**config.mk**
```make
export PLATFORM = sky130hd
export DESIGN_NAME = rnn_dense_head
export DESIGN_NICKNAME = d
export VERILOG_FILES = /design/src/rtl/rnn_dense_head.sv
export SDC_FILE = /design/constraint.sdc
export NUM_CORES = 2
export LEC_CHECK = 0
export CORE_ASPECT_RATIO = 0.75
export CORE_MARGIN = 1.5
export CORE_UTILIZATION = 45
export DETAILED_ROUTE_END_ITERATION = 8
export MAX_ROUTING_LAYER = met4
export PLACE_DENSITY = 0.61
export SLEW_MARGIN = 25
export SYNTH_ARGS = -nofsm -noshare
export SYNTH_HDL_FRONTEND = slang
export SYNTH_SLANG_ARGS = --single-unit
```
**constraint.sdc**
```tcl
create_clock -name clk -period 8.9 [get_ports clk]
set_input_delay 0.89 -clock clk [delete_from_list [all_inputs] [get_ports clk]]
set_output_delay 0.89 -clock clk [all_outputs]
set_load 0.03 [all_outputs]
```
**src/rtl/rnn_dense_head.sv**
```systemverilog
// Dense output head of an RNN: streams LEN Q8.8 hidden elements, forms a
// dot product with stored weights plus bias, and emits a hard-sigmoid result.
module rnn_dense_head #(
  parameter int LEN  = 16,
  parameter int FRAC = 8
) (
  input  logic        clk,
  input  logic        rst,
  input  logic        w_write,
  input  logic [3:0]  w_addr,
  input  logic [15:0] w_data,
  input  logic        b_write,
  input  logic [15:0] b_data,
  input  logic        h_valid,
  output logic        h_ready,
  input  logic [15:0] h_data,
  output logic        y_valid,
  input  logic        y_ready,
  output logic [15:0] y_data,
  output logic        y_sat,
  output logic        busy
);

  localparam int IW = (LEN > 1) ? $clog2(LEN) : 1;

  typedef enum logic [2:0] {IDLE, ACC, SCALE, ACT, OUT} state_t;

  state_t             state_q;
  logic [IW-1:0]      idx_q;
  logic signed [39:0] acc_q, acc_d;
  logic signed [15:0] w_q [LEN];
  logic signed [15:0] bias_q;
  logic signed [15:0] x_q, x_d;
  logic [15:0]        y_q, y_d;
  logic               sat_q, sat_d;

  logic signed [31:0] prod;
  logic signed [39:0] sum, shr;
  logic signed [15:0] xq4;
  logic signed [17:0] t;
  logic               h_fire, w_ok, last;

  assign h_ready = (state_q == IDLE) || (state_q == ACC);
  assign h_fire  = h_valid && h_ready;
  assign w_ok    = {1'b0, w_addr} < 5'(LEN);
  assign last    = idx_q == IW'(LEN - 1);
  assign y_valid = state_q == OUT;
  assign busy    = state_q != IDLE;
  assign y_data  = y_q;
  assign y_sat   = sat_q;

  always_comb begin
    // |h*w| <= 2^30, so the low 32 bits of the widened product are exact
    prod  = 32'($signed(h_data)) * 32'(w_q[idx_q]);
    acc_d = ((state_q == IDLE) ? 40'sd0 : acc_q) + 40'(prod);

    sum   = acc_q + (40'(bias_q) <<< FRAC) + (40'sd1 <<< (FRAC - 1));
    shr   = sum >>> FRAC;
    x_d   = shr[15:0];
    sat_d = 1'b0;
    if (shr > 40'sd32767) begin
      x_d   = 16'sh7FFF;
      sat_d = 1'b1;
    end else if (shr < -40'sd32768) begin
      x_d   = 16'sh8000;
      sat_d = 1'b1;
    end

    xq4 = x_q >>> 2;
    t   = 18'(xq4) + 18'sd128;
    if (t < 18'sd0)        y_d = 16'h0000;
    else if (t > 18'sd256) y_d = 16'h0100;
    else                   y_d = t[15:0];
  end

  always_ff @(posedge clk) begin
    if (rst) begin
      state_q <= IDLE;
      idx_q   <= '0;
      acc_q   <= '0;
      x_q     <= '0;
      bias_q  <= '0;
      y_q     <= '0;
      sat_q   <= 1'b0;
      for (int i = 0; i < LEN; i++) w_q[i] <= '0;
    end else begin
      // the product above reads the pre-write weight, so a same-cycle
      // write only becomes visible from the next cycle
      if (h_fire) begin
        acc_q <= acc_d;
        if (last) begin
          idx_q   <= '0;
          state_q <= SCALE;
        end else begin
          idx_q   <= idx_q + IW'(1);
          state_q <= ACC;
        end
      end
      case (state_q)
        IDLE: begin
          if (w_write && w_ok) w_q[w_addr[IW-1:0]] <= $signed(w_data);
          if (b_write)         bias_q <= $signed(b_data);
        end
        SCALE: begin
          x_q     <= x_d;
          sat_q   <= sat_d;
          state_q <= ACT;
        end
        ACT: begin
          y_q     <= y_d;
          state_q <= OUT;
        end
        OUT: if (y_ready) state_q <= IDLE;
        default: ;
      endcase
    end
  end

endmodule

```
# Word-level counts from Yosys, hierarchy flattened
# Memory sizes are Yosys's and may differ from the RTL's. A register that Yosys moved wholly into a read port is not among the register bits.
# Index checks and enable logic that the tools add are counted.
[op_classes] add_sub_neg=5 n_eq_ne=5 n_mux=23 magnitude_cmp=4 n_mul=1 n_reduce_logical=6
[op_table] cell="$mux W16" n=5
[op_table] cell="$add A40 B24 Y40" n=1
[op_table] cell="$add A40 B32 Y40" n=1
[op_table] cell="$add A40 B9 Y40 const B" n=1
[op_table] cell="$mux W40" n=1
[op_table] cell="$gt A32 B16 Y1 const B" n=1
[op_table] cell="$lt A32 B16 Y1 const B" n=1
[op_table] cell="$mul A16 B16 Y32" n=1
[op_table] cell="$mux W4" n=4
[op_table] cell="$reduce_or A16 Y1" n=1
[op_table] cell="$add A14 B9 Y15 const B" n=1
[op_table] cell="$gt A15 B10 Y1 const B" n=1
[op_table] cell="$lt A15 B1 Y1 const B" n=1
[op_table] cell="$mux W1" n=9
[op_table] cell="$pmux W3 S3" n=1
[op_table] cell="$eq A3 B2 Y1 const B" n=2
[op_table] cell="$mux W3" n=2
[op_table] cell="$add A4 B1 Y4 const B" n=1
[op_table] cell="$eq A4 B4 Y1 const B" n=1
[op_table] cell="$eq A3 B1 Y1 const B" n=1
[op_table] cell="$eq A3 B3 Y1 const B" n=1
[op_table] cell="$logic_not A3 Y1" n=1
[op_table] cell="$reduce_bool A3 Y1" n=1
[op_table] cell="$mux W2" n=1
[op_table] cell="other kinds (3)" n=3
[word_totals] out_inout_bits=20 wordCells=52 ramBits=256 ff_bits=96 n_memories=1 inputBits=58
[memory_table] memory="w_q" words=16 word_bits=16 read_ports=1 rd_ports_with_merged_regs=1 write_ports=16 line="31" text="logic signed [15:0] w_q [LEN];"

# Longest topological paths before layout
[logic_depth] word_depth=6 ltp_mapped=30 mapped_depth_nobuf=27

# Worst setup path after synthesis
# Ideal clock, no wire load.
[synth_timing] path_kind="register to register" startpoint="register with a tool-made name" endpoint="register acc_q[33]" setup_ns=0.117 synth_period_minus_slack_ns=8.867 path_stages_with_launch=29 required_time_ns=8.783 n_path_buf=3 slack_ns=0.033 t_arrival_ns=8.749 path_cell_list="dfxtp_1 clkbuf_1 buf_1 mux4_2 mux4_2 clkbuf_1 nand2_1 inv_1 fa_1 fa_1 inv_1 fa_1 inv_1 fa_1 fa_1 inv_1 fa_1 inv_1 ha_1 a21o_1 a311o_1 a221o_1 or3_1 o21a_1 and2_1 o21a_1 o21a_1 o311a_1 a32o_1"
[synth_rtl] element="end signal, assigned" line="80" text="acc_q <= '0;"
[synth_rtl] element="end signal, assigned" line="90" text="acc_q <= acc_d;"
[synth_rtl] element="end, declared" line="30" text="logic signed [39:0] acc_q, acc_d;"

==> flow_metrics.tcl <==
set metrics [dict create \
    status "completed" \
    ctsHoldBuffers 0 \
    async_flop_share_pct 0 \
    fp.dieH_um 225 \
    io_pins 78 \
    place_congestion 0.913 \
    r2r-end "acc_q[33]" \
    yosys_warnings 0 \
    crit_buf_inv 4 \
    holdCritPathClass "flop to flop" \
    syn-cell-area_um2 29700 \
    crit_top_cell "fa_1" \
    grt_pass1_wl_um 128000 \
    crit_type "flop to flop" \
    cp_max_fo 16 \
    clockBufferDepth 3 \
    grt_overflow 0 \
    yosys.area_share.xor_xnor_pct 1.59 \
    arrival_ps 8950 \
    r2r.worst_path.cells 24 \
    rsz0062_at_grt "false" \
    synthSimpleGateAreaFrac_pct 16.4 \
    yosysTopAreaCellShare_pct 25.9 \
    ys_ff_latch 352 \
    nets 3352 \
    port-buffer-count 75 \
    crit_end "acc_q[33]" \
    clkSinkCount 352 \
    start_util_pct 45.5 \
    synth-compound-area-share_pct 7.94 \
    final_max_slew_viol_count 0 \
    yosysMostFrequentCell "and2_1" \
    synth_ff_type "edfxtp_1" \
    area_growth_pct 10.8 \
    cp_cell_sequence "buf_12, buf_12, mux4_2, mux4_2, and2_1, fa_1, fa_1, fa_1, fa_1, fa_1, inv_1, fa_1, inv_1, ha_1, and2_1, a311o_1, a221o_1, or3_1, o21a_1, and2_1, o21a_1, o21a_1, o311a_1, a32o_1" \
    wl_per_cell_um 21.7 \
    critical_path.top_delay_family "adder cells" \
    synthMuxAreaShare_pct 6.27 \
    fillCellCount 5657 \
    grt_usage_pct 25.6 \
    chipWidth_um 299 \
    cts.reportedPaths.clkPinSlew_ps 70 \
    antenna_found_initial 4 \
    clock.fmax_ghz 0.118 \
    crit_cells 24 \
    viasPerCell 5.55 \
    required_ps 9380 \
    syn_avg_cell_area_um2 10.8 \
    core-area_um2 65200 \
    max-cap-violations 0 \
    wl_met2_um 33600 \
    highest_layer "met4" \
    detail-route-antenna-nets 0 \
    grt_pass1_vias 21361 \
    die-area_um2 67500 \
    fin_tns_setup_ps 0 \
    reg2reg_setup_slack_ps 430 \
    drc_errors 0 \
    cp-start-kind "flop" \
    hold_viol_final 0 \
    synth_top_family_by_area "adder cells" \
    cpMaxStageDelayCell "mux4_2" \
    root_buffer "clkbuf_16" \
    cts_tree "built" \
    dr.pass1.iters 5 \
    worst_slew_pin_slew_ps 1160 \
    hpwl_um 60600 \
    drt_iter0_markers 1881 \
    synthTopCellsByCount "and2_1 (438), inv_1 (395), fa_1 (331)" \
    slew_headroom_pct 22.5 \
    clock_latency_ps 590 \
    synthCells 2754 \
    ys_seq_area_share_pct 32.4 \
    numCtsBuffers 38 \
    crit_path_end_kind "flop" \
    synth_edf_count 256 \
    period_share_pct 95.2 \
    grt_max_degree 54 \
    synth_cell_types 89 \
    fin_skew_ps 31.4 \
    synth_top_area_cell "edfxtp_1" \
    wl_met3_um 7340 \
    fp-row-count 81 \
    critical_path.max_stage_delay_ps 620 \
    htree_levels 2 \
    wirelength_um 80600 \
    yosys-top-cells-area "edfxtp_1 (26%), fa_1 (22%), and2_1 (9.2%)" \
    min_period_ps 8470 \
    synth-adder-area-share_pct 28.6 \
    vias 20607 \
    wl_met1_um 38500 \
    drive_above_1_share_pct 9.29 \
    finalSetupViolCount 0 \
]
area by class of cell:
type                    instances  area, µm²  area share [%]
multi-input cells            1876      18100            55.1
clock inverters                 9       92.6           0.282
diodes                          1       2.50         0.00762
flip-flops and latches        352       9610            29.3
well taps                     871       1090            3.32
repair buffers                152       1400            4.26
inverters                     395       1490            4.52
clock buffers                  57       1060            3.24
worst register-to-register path, cell delays in order, from the launching register on:
cell and delay, ps:
dfxtp_4 440, buf_12 210, buf_12 200, mux4_2 540
mux4_2 620, and2_1 250, fa_1 520, fa_1 470
fa_1 550, fa_1 550, fa_1 570, inv_1 60
fa_1 540, inv_1 50, ha_1 380, and2_1 210
a311o_1 320, a221o_1 400, or3_1 320, o21a_1 190
and2_1 170, o21a_1 180, o21a_1 180, o311a_1 280
a32o_1 210
per-layer routing:
layer / vias up / GRT usage, %
li1: 9209 / -
met1: 10514 / 38.9
met2: 810 / 35.3
met3: 74 / 5.19
met4: 0 / 4.94
met5: - / -
per-stage QoR:
step / hold slack [ps] / utilization, % / setup WS (ps) / cells / cell area [µm²]
after floorplan: 432 / - / 33.5 / 2755 / 29700
after global placement: 440 / 48.4 / 377 / 3632 / 31600
after detailed placement: 448 / 48.4 / 275 / 3632 / 31600
after CTS: 456 / 50.2 / 262 / 3698 / 32700
after global routing: 472 / 50.4 / 81.9 / 3713 / 32900
final: 454 / 50.4 / 431 / 3713 / 32900
cell families (layout without fill, tap and decap cells):
| family | count (synthesis) | after routing |
|---|---|---|
| AOI/OAI and AO/OA | 353 | 353 |
| other | 1 | 3 |
| buffers and inverters | 527 | 613 |
| xor gates and xnor gates | 54 | 54 |
| muxes | 87 | 87 |
| and+or+nand+nor | 901 | 901 |
| DFF | 352 | 352 |
| adders and majority gates | 479 | 479 |
state kept, by name, indices dropped and copies added (netlist names), named ones only:
name,count
x_q,14
y_data,14
bias_q,16
y_sat,1
idx_q,4
acc_q,40
w_q,256
state_q,3
timing repair:
action,4_1_cts,5_1_grt
endpoints found under the hold margin,0,0
setup endpoints to repair,0,2
resized for setup,0,1
buffers inserted,0,14
worst min path at each step:
stage	slack, ps	endpoint	depth (start not counted)	from
global placement	440	acc_q[1]	2	acc_q[1]
CTS	460	acc_q[0]	2	acc_q[0]
detailed placement	450	acc_q[0]	2	acc_q[0]
floorplan	430	acc_q[0]	2	acc_q[0]
finish	450	acc_q[0]	2	acc_q[0]
global route	470	acc_q[0]	2	acc_q[0]
cell usage in the layout, fill, tap and decap left out, types with 74 or more instances in the layout:
cell	Yosys	final
fa_1	331	331
nor2_1	90	78
ha_1	148	148
clkdlybuf4s50_1	0	74
dfxtp_1	96	94
and2_1	438	438
inv_1	395	394
a21oi_1	101	101
edfxtp_1	256	256
mux4_2	79	79
nand2_1	233	232
Power is not shown: default switching activity piles up to over one toggle a cycle in this logic, so the estimate is an artifact.
